==> config.mk <==
export PLATFORM = sky130hd
export DESIGN_NAME = pipelined_cla_addsub
export DESIGN_NICKNAME = d
export VERILOG_FILES = /design/src/rtl/cla_pkg.sv /design/src/rtl/cla_block.sv /design/src/rtl/pipelined_cla_addsub.sv
export SDC_FILE = /design/constraint.sdc
export NUM_CORES = 1
export LEC_CHECK = 0
export ABC_AREA = 1
export CAP_MARGIN = 10
export CORE_MARGIN = 5
export CORE_UTILIZATION = 56
export CTS_CLUSTER_DIAMETER = 40
export DETAILED_ROUTE_END_ITERATION = 7
export PLACE_DENSITY_LB_ADDON = 0.3
export RECOVER_POWER = 100
export SLEW_MARGIN = 5
export SYNTH_ARGS = -nofsm -noshare
export SYNTH_HDL_FRONTEND = slang
export SYNTH_HIERARCHICAL = 1
export SYNTH_SLANG_ARGS = --single-unit
==> constraint.sdc <==
create_clock -name clk -period 5.3 [get_ports clk]
set_clock_uncertainty 0.1 [all_clocks]
set_input_delay 0.795 -clock clk [delete_from_list [all_inputs] [get_ports clk]]
set_output_delay 0.795 -clock clk [all_outputs]
set_load 0.005 [all_outputs]
==> src/rtl/cla_pkg.sv <==
`default_nettype none
// ============================================================================
//  Module      : cla_pkg
//  Description : Shared constants for the pipelined carry-lookahead
//                adder/subtractor: operation codes and default geometry.
//  Revision    : 1.0 - initial release
// ============================================================================
package cla_pkg;

    // Operation select encoding on the 'sub' input
    localparam logic OP_ADD = 1'b0;
    localparam logic OP_SUB = 1'b1;

    // Default operand width and lookahead group width
    localparam int CLA_N     = 64;
    localparam int CLA_BLOCK = 16;

endpackage
`default_nettype wire

==> src/rtl/cla_block.sv <==
`default_nettype none
// ============================================================================
//  Module      : cla_block
//  Description : Purely combinational BLOCK-wide carry-lookahead adder group.
//                Every carry is a flat sum-of-products of generate/propagate
//                terms, so no carry ripples bit to bit inside the group.
//                c_msb_in is the carry into the top bit (for overflow).
//  Revision    : 1.0 - initial release
// ============================================================================
module cla_block #(
    parameter int BLOCK = 16
) (
    input  logic [BLOCK-1:0] a,
    input  logic [BLOCK-1:0] b,
    input  logic             cin,
    output logic [BLOCK-1:0] s,
    output logic             cout,
    output logic             c_msb_in
);

    logic [BLOCK-1:0] w_g;
    logic [BLOCK-1:0] w_p;
    logic [BLOCK:0]   w_c;
    logic             w_pp;

    assign w_g = a & b;
    assign w_p = a ^ b;

    // Lookahead carries: c[i+1] = g[i] | p[i]g[i-1] | ... | p[i..0]cin
    always_comb begin
        w_c    = '0;
        w_pp   = 1'b0;
        w_c[0] = cin;
        for (int i = 0; i < BLOCK; i++) begin
            w_c[i+1] = w_g[i];
            w_pp     = w_p[i];
            for (int j = i - 1; j >= 0; j--) begin
                w_c[i+1] = w_c[i+1] | (w_pp & w_g[j]);
                w_pp     = w_pp & w_p[j];
            end
            w_c[i+1] = w_c[i+1] | (w_pp & cin);
        end
    end

    assign s        = w_p ^ w_c[BLOCK-1:0];
    assign cout     = w_c[BLOCK];
    assign c_msb_in = w_c[BLOCK-1];

endmodule
`default_nettype wire

==> src/rtl/pipelined_cla_addsub.sv <==
`default_nettype none
// ============================================================================
//  Module      : pipelined_cla_addsub
//  Description : N-bit adder/subtractor split into STAGES = N/BLOCK pipeline
//                stages. Stage k adds group k with one CLA block using the
//                carry registered by stage k-1. Finished sum slices and the
//                not-yet-consumed operand slices travel with the beat.
//                Valid/ready handshake on both sides; whole pipe stalls when
//                the output is held. N must be a multiple of BLOCK.
//  Revision    : 1.0 - initial release
// ============================================================================
module pipelined_cla_addsub
    import cla_pkg::*;
#(
    parameter int N     = CLA_N,
    parameter int BLOCK = CLA_BLOCK
) (
    input  logic         clk,
    input  logic         rst_n,
    input  logic         in_valid,
    output logic         in_ready,
    input  logic [N-1:0] x,
    input  logic [N-1:0] y,
    input  logic         sub,
    output logic         out_valid,
    input  logic         out_ready,
    output logic [N:0]   result,
    output logic         ovf,
    output logic         zero
);

    localparam int STAGES = N / BLOCK;

    // Per-stage pipeline registers
    logic [STAGES-1:0] r_valid;
    logic [STAGES-1:0] r_carry;
    logic [STAGES-1:0] r_zero;
    logic [STAGES-1:0] r_ovf;
    logic [STAGES-1:0] r_sub;
    logic [N-1:0]      r_sum [STAGES];
    logic [N-1:0]      r_x   [STAGES];
    logic [N-1:0]      r_y   [STAGES];

    // Next-state values produced by each stage
    logic [STAGES-1:0] w_valid_nx;
    logic [STAGES-1:0] w_carry_nx;
    logic [STAGES-1:0] w_zero_nx;
    logic [STAGES-1:0] w_ovf_nx;
    logic [STAGES-1:0] w_sub_nx;
    logic [N-1:0]      w_sum_nx [STAGES];
    logic [N-1:0]      w_x_nx   [STAGES];
    logic [N-1:0]      w_y_nx   [STAGES];

    logic w_adv;
    logic w_in_fire;

    // The pipe moves whenever the output slot is empty or being drained
    assign w_adv     = !out_valid || out_ready;
    assign in_ready  = w_adv;
    assign w_in_fire = in_valid && w_adv;

    for (genvar k = 0; k < STAGES; k++) begin : g_stage
        logic [N-1:0]     w_xin;
        logic [N-1:0]     w_yin;
        logic [N-1:0]     w_sumin;
        logic             w_sub;
        logic             w_cin;
        logic             w_vin;
        logic             w_zin;
        logic [BLOCK-1:0] w_a;
        logic [BLOCK-1:0] w_b;
        logic [BLOCK-1:0] w_s;
        logic             w_cout;
        logic             w_cmsb;

        if (k == 0) begin : g_head
            // First group takes the live operands; carry-in is the sub flag
            assign w_xin   = x;
            assign w_yin   = y;
            assign w_sub   = sub;
            assign w_cin   = sub;
            assign w_vin   = w_in_fire;
            assign w_zin   = 1'b1;
            assign w_sumin = '0;
        end else begin : g_body
            assign w_xin   = r_x[k-1];
            assign w_yin   = r_y[k-1];
            assign w_sub   = r_sub[k-1];
            assign w_cin   = r_carry[k-1];
            assign w_vin   = r_valid[k-1];
            assign w_zin   = r_zero[k-1];
            assign w_sumin = r_sum[k-1];
        end

        assign w_a = w_xin[k*BLOCK +: BLOCK];
        assign w_b = (w_sub == OP_SUB) ? ~w_yin[k*BLOCK +: BLOCK]
                                       :  w_yin[k*BLOCK +: BLOCK];

        cla_block #(
            .BLOCK    (BLOCK)
        ) u_cla (
            .a        (w_a),
            .b        (w_b),
            .cin      (w_cin),
            .s        (w_s),
            .cout     (w_cout),
            .c_msb_in (w_cmsb)
        );

        assign w_valid_nx[k] = w_vin;
        assign w_carry_nx[k] = w_cout;
        assign w_zero_nx[k]  = w_zin & (w_s == '0);
        // Only the last stage's value reaches ovf; it covers bit N-1
        assign w_ovf_nx[k]   = w_cmsb ^ w_cout;
        assign w_sub_nx[k]   = w_sub;
        assign w_x_nx[k]     = w_xin;
        assign w_y_nx[k]     = w_yin;
        assign w_sum_nx[k]   = (w_sumin & ~(N'({BLOCK{1'b1}}) << (k*BLOCK)))
                             | (N'(w_s) << (k*BLOCK));
    end

    // Control and result state: cleared by reset, frozen while stalled
    always_ff @(posedge clk or negedge rst_n) begin
        if (!rst_n) begin
            r_valid <= '0;
            r_carry <= '0;
            r_zero  <= '0;
            r_ovf   <= '0;
            for (int k = 0; k < STAGES; k++) begin
                r_sum[k] <= '0;
            end
        end else if (w_adv) begin
            r_valid <= w_valid_nx;
            r_carry <= w_carry_nx;
            r_zero  <= w_zero_nx;
            r_ovf   <= w_ovf_nx;
            for (int k = 0; k < STAGES; k++) begin
                r_sum[k] <= w_sum_nx[k];
            end
        end
    end

    // Operand skew registers carry only data and are qualified by r_valid
    always_ff @(posedge clk) begin
        if (w_adv) begin
            r_sub <= w_sub_nx;
            for (int k = 0; k < STAGES; k++) begin
                r_x[k] <= w_x_nx[k];
                r_y[k] <= w_y_nx[k];
            end
        end
    end

    assign out_valid = r_valid[STAGES-1];
    assign result    = {r_carry[STAGES-1], r_sum[STAGES-1]};
    assign ovf       = r_ovf[STAGES-1];
    assign zero      = r_zero[STAGES-1];

endmodule
`default_nettype wire

==> flow_summary.yaml <==
run_status:
  status: "complete, but fails checks"
  violations: "capacitance limit, slew limit"
clock_tree:
  cts_root_buf: "clkbuf_16"
  cts.path.max_buffers: 3
  cts_setup_buffers: 0
  clkTransAtPathRegs_ps: 60
  cts_resized: 0
  cts_hold_buf: 0
  cts_tree: "done"
  clock-sinks: 368
  cts_inserted_buffers: 46
  insertion_delay_ps: 540
  h-tree-depth: 2
placed_design:
  dpl.cell_count: 2209
  port_buffers: 201
  postPlaceCellArea_sq_um: 19240
  hpwl_microns: 23800
  routabilityCongestion: 0.8788
setup_path:
  endpoint_kind: "flip-flop"
  startpoint_type: "primary input"
  arrival_ps: 4350
  critical_path_class: "primary input to flip-flop"
  cp_max_fo: 130
  path_cells: "dlygate4sd3_1 -> inv_1 -> nand2_8 -> clkinvlp_2 -> clkbuf_2 -> o21ai_0"
  critPathBufInv: 4
  worst_path_dominant_cell_family: "buffers and inverters"
  slowest_delay_ps: 1070
  cpMaxStageDelayCell: "clkinvlp_2"
  crit_required_ps: 5620
sta:
  fin_crit_ps: 4028
  setup_tns_ps: 0
  maxSlewViolCount: 277
  period_share_pct: 75.99
  worst_hold_slack_ps: 313.4
  fmax_mhz: 248.3
  final_hold_viol_count: 0
  rsz0062_at_grt: "false"
  setup_viol: 0
  worst_pin_slew_ps: 2422
  slew_headroom_pct: -61.48
route:
  routed_via_density: 5.058
  drt-total-wl_microns: 33730
  vias: 11603
  dr.pass1.iters: 7
  wire_per_inst_microns: 14.71
  drc: 0
  detail_route.iter0.violations: 794
  detail-route-antenna-nets: 0
floorplanning:
  fp.dieW_microns: 184.3
  core_area_sq_um: 29800
  rows: 63
  start_util_pct: 57.11
  die-area_sq_um: 33980
  pin_count: 202
  die_height_microns: 184.3
global_routing:
  grt_overflow: 0
  grt_pass1_wl_microns: 56410
  antenna_found_initial: 0
  track_usage_pct: 20.25
  grt_pass1_vias: 11552
  grt_max_degree: 131
final_layout:
  final_layout_size_suffix_gt1_share_pct: 7.143
  syn_to_final_growth_pct: 22.09
  fin_util_pct: 69.73
  diodes: 0
  fin_area_sq_um: 20780
  layout.nets: 2072
  fin_cells: 2294
min_path:
  hp-class: "flip-flop to flip-flop"
synthesis:
  synth_area_per_cell_sq_um: 10.25
  yosysWarnings: 6
  syn_area_sq_um: 17020
  synthCells: 1660
  synth_nets: 1865
pwr:
  peakVddDrop_uv: 447.7
  p_int_mw: 8.215
  leakage_nw: 9.665
  p_comb_share_pct: 40.0
  power_frac_seq_pct: 36.0
  power_frac_clock_pct: 24.1
  p_sw_mw: 4.949
  pwr_density_cell_nw_per_um2: 633.6
  swShare_pct: 37.59
job:
  cap_viol_max_count: 3
## worst paths after layout
kind | to | startpoint | slack [ps] | cells past startpoint
max | g_stage[2].w_sumin[4]$_DFFE_PN0P_ | out_ready | 1270 | 6
min | r_x[2][49]$_DFFE_PP_ | r_x[1][49]$_DFFE_PP_ | 310 | 0
max reg2reg | g_stage[2].w_sumin[4]$_DFFE_PN0P_ | r_valid[3]$_DFFE_PN0P_ | 1680 | 4
min reg2reg | r_x[2][49]$_DFFE_PP_ | r_x[1][49]$_DFFE_PP_ | 310 | 0
max in group asynchronous | result[63]$_DFFE_PN0P_ | rst_n | 2610 | 2
min in group asynchronous | result[12]$_DFFE_PN0P_ | rst_n | 920 | 1
## routing by layer
metal	vias to the layer above	wire (microns)	global-route usage, %
met5	-	0	0
met4	0	1085	6.063
met3	75	1894	3.572
met2	284	15930	33.35
met1	5425	14820	27.87
li1	5819	-	-
## through the flow
stage / setup slack, ps / power (mW)
2_1_floorplan: 1003 / 8.519
3_3_place_gp: 1216 / 9.962
3_5_place_dp: 1092 / 10.16
4_1_cts: 1685 / 13.40
5_1_grt: 821.4 / 14.23
6_report: 1272 / 13.16
## cells in the final DEF (no fill, tap or decap), types with 7 or more instances in the layout
master	instances
nand4_1	16
dlygate4sd3_1	167
a21oi_1	40
nor3_1	8
inv_2	8
clkdlybuf4s50_1	33
dfrtp_1	173
edfxtp_1	195
ha_1	68
inv_1	127
o21ai_0	78
nand2_2	17
xnor2_1	7
clkbuf_1	9
xor2_1	97
clkbuf_16	49
nor2_1	76
nand2_1	575
nand3_1	66
## state kept, by name (all words and copies together), names as in the netlist
name,cells
result,64
r_x,96
r_ovf,1
g_stage.w_sumin,96
r_zero,4
r_valid,4
r_y,96
r_carry,4
r_sub,3
## layout make-up
cell class | count | area, sq um
clock inverter | 26 | 312.8
inverter | 139 | 523.0
fill | 2205 | 9020
clock buffer | 59 | 1274
tap | 390 | 488.0
sequential | 368 | 10180
timing repair buffer | 208 | 2064
multi-input combinational | 1104 | 5929
## power by group through the flow
| stage | Clock (mW) | Sequential, mW | Combinational [mW] |
|---|---|---|---|
| floorplan | 0 | 4.64 | 3.88 |
| global placement | 0 | 4.75 | 5.21 |
| detailed placement | 0 | 4.79 | 5.37 |
| CTS | 3.23 | 4.76 | 5.41 |
| global route | 3.37 | 4.87 | 5.99 |
| finish | 3.17 | 4.74 | 5.26 |
No activity file was read; power rests on OpenSTA's default activity.
